### config.mk
export PLATFORM = sky130hd
export DESIGN_NAME = boot_rom_copier_flat
export DESIGN_NICKNAME = d
export VERILOG_FILES = /design/src/rtl/boot_rom_copier_if.sv /design/src/rtl/boot_rom_copier.sv /design/src/flat_wrapper.sv
export SDC_FILE = /design/constraint.sdc
export NUM_CORES = 1
export LEC_CHECK = 0
export BUFFER_PORTS_ARGS = -buffer_cell sky130_fd_sc_hd__buf_2
export CORE_MARGIN = 3
export CORE_UTILIZATION = 45
export CTS_CLUSTER_DIAMETER = 100
export DETAILED_ROUTE_END_ITERATION = 10
export HOLD_SLACK_MARGIN = 0.05
export PLACE_DENSITY = 0.9
export SETUP_SLACK_MARGIN = 0.1
export SYNTH_ARGS = -nofsm -noshare
export SYNTH_HDL_FRONTEND = slang
export SYNTH_SLANG_ARGS = --single-unit
### constraint.sdc
create_clock -name clk_i -period 4.9 [get_ports clk_i]
set_clock_uncertainty 0.15 [all_clocks]
set_input_delay 0.98 -clock clk_i [delete_from_list [all_inputs] [get_ports clk_i]]
set_output_delay 0.98 -clock clk_i [all_outputs]
set_load 0.005 [all_outputs]
### src/rtl/boot_rom_copier_if.sv
// ============================================================================
// boot_rom_copier_if : boot-ROM read port plus REQ/GNT RAM write port
// Rev 1.0
// ============================================================================
`default_nettype none

interface boot_rom_copier_if #(
    parameter int ROM_AW = 10
);
    logic              rom_csn;
    logic [ROM_AW-1:0] rom_a;
    logic [31:0]       rom_q;
    logic              mem_req;
    logic              mem_gnt;
    logic [31:0]       mem_addr;
    logic [31:0]       mem_wdata;
    logic              mem_we;
    logic [3:0]        mem_be;

    modport master (
        output rom_csn, rom_a, mem_req, mem_addr, mem_wdata, mem_we, mem_be,
        input  rom_q, mem_gnt
    );

    modport slave (
        input  rom_csn, rom_a, mem_req, mem_addr, mem_wdata, mem_we, mem_be,
        output rom_q, mem_gnt
    );
endinterface

`default_nettype wire

### src/rtl/boot_rom_copier.sv
// ============================================================================
// boot_rom_copier : copies WORD_COUNT boot-ROM words into instruction RAM,
//                   then raises a sticky fetch enable for the core.
// Optional macro  : BOOT_ROM_COPIER_CHECKSUM_EN enables the CHECKSUM adder.
// Rev 1.0
// ============================================================================
`default_nettype none

module boot_rom_copier #(
    parameter int          ROM_AW     = 10,
    parameter int          WORD_COUNT = 839,
    parameter logic [31:0] DST_BASE   = 32'h0000_0000
) (
    input  wire logic         clk_i,
    input  wire logic         rst_i,
    input  wire logic         start_i,
    boot_rom_copier_if.master bus_io,
    output logic              busy_o,
    output logic              done_o,
    output logic              fetch_en_o,
    output logic [31:0]       checksum_o
);
    localparam int               IDX_W    = ROM_AW + 1;
    localparam logic [IDX_W-1:0] LAST_IDX = IDX_W'(WORD_COUNT - 1);

    typedef enum logic [1:0] {
        S_IDLE = 2'd0,
        S_RD   = 2'd1,
        S_WR   = 2'd2,
        S_FIN  = 2'd3
    } state_t;

    state_t            state_q;
    logic [IDX_W-1:0]  idx_q;
    logic              rom_csn_q;
    logic [ROM_AW-1:0] rom_a_q;
    logic              mem_req_q;
    logic [31:0]       mem_addr_q;
    logic              busy_q;
    logic              done_q;
    logic              xfer;
    logic [31:0]       word_addr;

    assign xfer      = mem_req_q & bus_io.mem_gnt;
    assign word_addr = DST_BASE + (32'(idx_q) << 2);

    always_ff @(posedge clk_i) begin
        if (rst_i) begin
            state_q    <= S_IDLE;
            idx_q      <= '0;
            rom_csn_q  <= 1'b1;
            rom_a_q    <= '0;
            mem_req_q  <= 1'b0;
            mem_addr_q <= DST_BASE;
            busy_q     <= 1'b0;
            done_q     <= 1'b0;
        end else begin
            case (state_q)
                S_IDLE: begin
                    if (start_i) begin
                        state_q   <= S_RD;
                        idx_q     <= '0;
                        busy_q    <= 1'b1;
                        rom_csn_q <= 1'b0;
                        rom_a_q   <= '0;
                    end
                end
                S_RD: begin
                    state_q    <= S_WR;
                    rom_csn_q  <= 1'b1;
                    mem_req_q  <= 1'b1;
                    mem_addr_q <= word_addr;
                end
                S_WR: begin
                    // Address and data hold while the grant is withheld.
                    if (xfer) begin
                        mem_req_q <= 1'b0;
                        if (idx_q == LAST_IDX) begin
                            state_q <= S_FIN;
                            busy_q  <= 1'b0;
                            done_q  <= 1'b1;
                        end else begin
                            state_q   <= S_RD;
                            idx_q     <= idx_q + 1'b1;
                            rom_csn_q <= 1'b0;
                            rom_a_q   <= ROM_AW'(idx_q + 1'b1);
                        end
                    end
                end
                S_FIN: begin
                    state_q <= S_FIN;
                end
                default: begin
                    state_q <= S_IDLE;
                end
            endcase
        end
    end

`ifdef BOOT_ROM_COPIER_CHECKSUM_EN
    logic [31:0] checksum_q;

    always_ff @(posedge clk_i) begin
        if (rst_i) begin
            checksum_q <= '0;
        end else if (state_q == S_IDLE && start_i) begin
            checksum_q <= '0;
        end else if (xfer) begin
            checksum_q <= checksum_q + bus_io.rom_q;
        end
    end

    assign checksum_o = checksum_q;
`else
    assign checksum_o = 32'h0;
`endif

    // ROM output is held while CSN is high, so write data can pass straight through.
    assign bus_io.rom_csn   = rom_csn_q;
    assign bus_io.rom_a     = rom_a_q;
    assign bus_io.mem_req   = mem_req_q;
    assign bus_io.mem_addr  = mem_addr_q;
    assign bus_io.mem_wdata = bus_io.rom_q;
    assign bus_io.mem_we    = 1'b1;
    assign bus_io.mem_be    = 4'hF;

    assign busy_o     = busy_q;
    assign done_o     = done_q;
    assign fetch_en_o = done_q;

endmodule

`default_nettype wire

### src/flat_wrapper.sv
// flat-port wrapper written by rule: the top's interface ports become plain ports
module boot_rom_copier_flat 
#(
    parameter int          ROM_AW     = 10,
    parameter int          WORD_COUNT = 839,
    parameter logic [31:0] DST_BASE   = 32'h0000_0000
)
  (clk_i, rst_i, start_i, busy_o, done_o, fetch_en_o, checksum_o, bus_io_rom_csn, bus_io_rom_a, bus_io_mem_req, bus_io_mem_addr, bus_io_mem_wdata, bus_io_mem_we, bus_io_mem_be, bus_io_rom_q, bus_io_mem_gnt);
  boot_rom_copier_if #(.ROM_AW(ROM_AW)) bus_io_i ();
  input  wire logic clk_i;
  input  wire logic rst_i;
  input  wire logic start_i;
  output logic busy_o;
  output logic done_o;
  output logic fetch_en_o;
  output logic [31:0] checksum_o;
  output wire logic [$bits(bus_io_i.rom_csn)-1:0] bus_io_rom_csn;
  output wire logic [$bits(bus_io_i.rom_a)-1:0] bus_io_rom_a;
  output wire logic [$bits(bus_io_i.mem_req)-1:0] bus_io_mem_req;
  output wire logic [$bits(bus_io_i.mem_addr)-1:0] bus_io_mem_addr;
  output wire logic [$bits(bus_io_i.mem_wdata)-1:0] bus_io_mem_wdata;
  output wire logic [$bits(bus_io_i.mem_we)-1:0] bus_io_mem_we;
  output wire logic [$bits(bus_io_i.mem_be)-1:0] bus_io_mem_be;
  input wire logic [$bits(bus_io_i.rom_q)-1:0] bus_io_rom_q;
  input wire logic [$bits(bus_io_i.mem_gnt)-1:0] bus_io_mem_gnt;
  assign bus_io_rom_csn = bus_io_i.rom_csn;
  assign bus_io_rom_a = bus_io_i.rom_a;
  assign bus_io_mem_req = bus_io_i.mem_req;
  assign bus_io_mem_addr = bus_io_i.mem_addr;
  assign bus_io_mem_wdata = bus_io_i.mem_wdata;
  assign bus_io_mem_we = bus_io_i.mem_we;
  assign bus_io_mem_be = bus_io_i.mem_be;
  assign bus_io_i.rom_q = bus_io_rom_q;
  assign bus_io_i.mem_gnt = bus_io_mem_gnt;
  boot_rom_copier #(.ROM_AW(ROM_AW), .WORD_COUNT(WORD_COUNT), .DST_BASE(DST_BASE)) u_core (.clk_i(clk_i), .rst_i(rst_i), .start_i(start_i), .bus_io(bus_io_i), .busy_o(busy_o), .done_o(done_o), .fetch_en_o(fetch_en_o), .checksum_o(checksum_o));
endmodule
==> impl_results.md <==
* Start point of the critical path: u_core.idx_q[1]
* Sequential area share after synthesis at 0.265
* Net Switching at 0.000119 W
* Hold path start: u_core.bus_io.mem_addr[7]
* Syn-to-layout area delta at -17.1%
* Post-CTS setup-driven buffer insertion count at 0
* Post-route ant nets at 0
* Internal portion of total power at 0.000319 W
* Rows at 24
* Number of antenna violations at the first check in global routing at 0
* Share of flip-flops with an asynchronous set or reset at 0
* Average instance area after synthesis at 8.08 um^2
* Setup_tns at 0 ps
* Number of fillers in the final layout at 470
* Endpoint kind of the worst setup timing path: flop
* Main flop type after synthesis: sky130_fd_sc_hd__dfxtp_1
* Vertical die dimension at 74.6 um
* CTS tree: yes
* CTS H-tree depth at 1
* Total standard cell area after synthesis at 2120 um^2
* Router iterations before antenna repair at 4
* Clock edge transition at the registers on the reported setup and hold paths at 100 ps
* Cell with the largest stage delay on the worst path: sky130_fd_sc_hd__or4bb_1
* Placed cell areas at 1700 um^2
* WL met3 at 367 um
* Clock sink count at 28
* Largest net degree at the start of global routing at 26
* Buffers plus inverters on the worst setup path at 0
* Count of instances resized after the clock tree is built at 0
* Category of cells accounting for the largest share of critical-path delay: simple AND/OR/NAND/NOR gates
* Clock buffer depth at 2
* Via count of the first global-routing pass at 1195
* Detailed placement HPWL at 2780 um
* Commonest cells after routing, fill and taps aside: sky130_fd_sc_hd__conb_1, sky130_fd_sc_hd__nand2_1, sky130_fd_sc_hd__buf_2
* IO Count at 152
* Required time worst endpoint at 4920 ps
* Number of synthesized register bits at 28
* Portion of total power attributed to the clock network at 0.327
* Max-capacitance violation count at 0
* Actual slew at the worst max-slew pin at 830 ps
* Ratio of final minimum period to clock period at 0.485
* Number of distinct library cell variants in the gate-level netlist after synthesis at 45
* Worst relative slew slack at 0.445
* Global router's overall resource usage at 0.132
* Min-delay worst type: flop to flop
* Data arrival time of the critical path at 2400 ps
* Placer congestion estimate at 0.909
* Number of buffers inserted for hold repair after clock tree synthesis at 0
* Count of input and output buffers at 29
* Average wire per standard cell at 13.0 um
* Slew Limit Fails at 0
* Yosys synthesis warning count at 0
* Total number of nets in the final design at 279
* Final-layout worst hold slack at 308 ps
* Crit-path cells: ha_1 > or4bb_1 > nor4_4 > nor3_2 > a32o_1
* Wire length of the first global-routing pass at 5800 um
* Type of element launching the critical path: flop
* Routed wire length on met2 at 1880 um
* Average vias per placed instance at 4.98
* RSZ-0062 raised after global routing: false
* Die area at 5560 um^2
* # diodes at 0
* TritonCTS buffer count at 3
* Run status: complete, no violations
* Remaining Overflow, GRT at 0
* Max FO, Critical Path at 10
* Worst setup path class: flop to flop
* Number of instances in the synthesized netlist at 262
* Proportion of power drawn by combinational gates at 0.127
* DRC Markers at 0
* Initial cell density of the core at 0.476
* Top routing layer used: met4
* Clock Root Buffer: sky130_fd_sc_hd__clkbuf_8
* Hold violation total from the final report at 0
* Most frequent standard cell in the layout excluding fill and tap cells: sky130_fd_sc_hd__conb_1
* Post-layout instance area at 1750 um^2
* Number of DRC violations after detailed-routing iteration 0 at 175
* Portion of total power attributed to sequential cells at 0.546
* VDD IR max at 107 uV
* Peak clock frequency supported by timing at 0.421 GHz
* Slowest Stage Delay on Critical Path at 560 ps
* Source of the worst register-to-register timing path: u_core.idx_q[1]
* Switching share of total power at 0.271
* Routed via count at 1455
* Width of the die at 74.6 um
* Layout cells sized above 1 at 0.163
* Core region area at 4440 um^2
* Min cycle time layout at 2380 ps
* Number of flops mapped to enable cells by yosys at 0
* Worst skew pair latency at 280 ps
* Final wirelength at 3800 um
* Standby leakage power at 0.790 nW
* Wire length on met1 at 1480 um
* Final Setup Violations at 0
* PD cells at 250 nW/um^2
## worst reg2reg max path: cells and delay by family (launching register included)
family	cells	cell delay (ps)
AOI/OAI and AO/OA	1	240
adders and majority gates	1	200
DFF	1	490
and+or+nand+nor	3	1210
## final cells by class
cell class | instances | area, um^2 | share of cell area
timing repair buffer | 29 | 145 | 0.0827
clock buffer | 4 | 55.1 | 0.0314
multi-input combinational | 174 | 910 | 0.519
inverter | 5 | 18.8 | 0.0107
tap | 52 | 65.1 | 0.0371
sequential | 28 | 561 | 0.320
## cells in the mapped netlist, types with 2 or more instances
master	number	area share
sky130_fd_sc_hd__a21oi_1	17	0.040
sky130_fd_sc_hd__nand2_1	31	0.055
sky130_fd_sc_hd__o211ai_1	2	0.0071
sky130_fd_sc_hd__nor2_1	6	0.011
sky130_fd_sc_hd__a32o_1	5	0.024
sky130_fd_sc_hd__buf_6	3	0.016
sky130_fd_sc_hd__o21ai_0	6	0.014
sky130_fd_sc_hd__nor3b_1	2	0.0071
sky130_fd_sc_hd__or4_1	2	0.0071
sky130_fd_sc_hd__nor3_1	4	0.0095
sky130_fd_sc_hd__buf_4	101	0.36
sky130_fd_sc_hd__nor4_1	5	0.015
sky130_fd_sc_hd__dfxtp_1	28	0.26
sky130_fd_sc_hd__clkbuf_1	3	0.0053
sky130_fd_sc_hd__o21a_1	2	0.0071
sky130_fd_sc_hd__nand4_1	2	0.0059
sky130_fd_sc_hd__or3_1	2	0.0059
sky130_fd_sc_hd__inv_1	4	0.0071
sky130_fd_sc_hd__ha_1	2	0.012
sky130_fd_sc_hd__nand3_1	9	0.021
sky130_fd_sc_hd__conb_1	2	0.0035
## worst paths after layout
check                              endpoint  slack, ps  depth (start not counted)
setup / recovery            u_core.idx_q[8]       2520                          5
hold / removal    u_core.bus_io.mem_addr[7]        310                          2
setup reg to reg            u_core.idx_q[8]       2520                          5
hold reg to reg   u_core.bus_io.mem_addr[7]        310                          2
## routing by layer
metal | GRT usage | up-vias
met5 | 0 | -
met4 | 0.0553 | 0
met3 | 0.0176 | 11
met2 | 0.219 | 94
met1 | 0.171 | 670
li1 | - | 680
## power by group through the flow
stage	registers, W	logic, W	clock network, W
final	0.000239	0.0000557	0.000143
after global routing	0.000240	0.0000643	0.000153
after CTS	0.000239	0.0000542	0.000145
after detailed placement	0.000244	0.0000534	0
after global placement	0.000244	0.0000526	0
after floorplan	0.000242	0.000103	0
## flip-flops by register name, summed over array words and instances (netlist names)
| signal | cells |
|---|---|
| u_core.done_o | 1 |
| u_core.bus_io.rom_csn | 1 |
| u_core.state_q | 2 |
| u_core.bus_io.mem_req | 1 |
| u_core.idx_q | 11 |
| u_core.bus_io.mem_addr | 11 |
| u_core.busy_o | 1 |
## metrics by stage
step | power, W | setup slack [ps] | utilization | std cells
after floorplan | 0.000345 | 2570 | - | 318
after global placement | 0.000297 | 2510 | 0.382 | 288
after detailed placement | 0.000297 | 2480 | 0.382 | 288
after CTS | 0.000438 | 2550 | 0.395 | 292
after global routing | 0.000458 | 2410 | 0.395 | 292
final | 0.000438 | 2520 | 0.395 | 292
## cells by family after synthesis
kind of cell / share of synthesized area
AND/OR/NAND/NOR: 0.180
multiplexers: 0.00473
flip-flops: 0.265
buffers and inverters: 0.405
AO/OA/AOI/OAI: 0.131
adder cells (fa/ha/maj): 0.0118
other: 0.00355
Note: power is estimated with default switching activity, not from simulation.
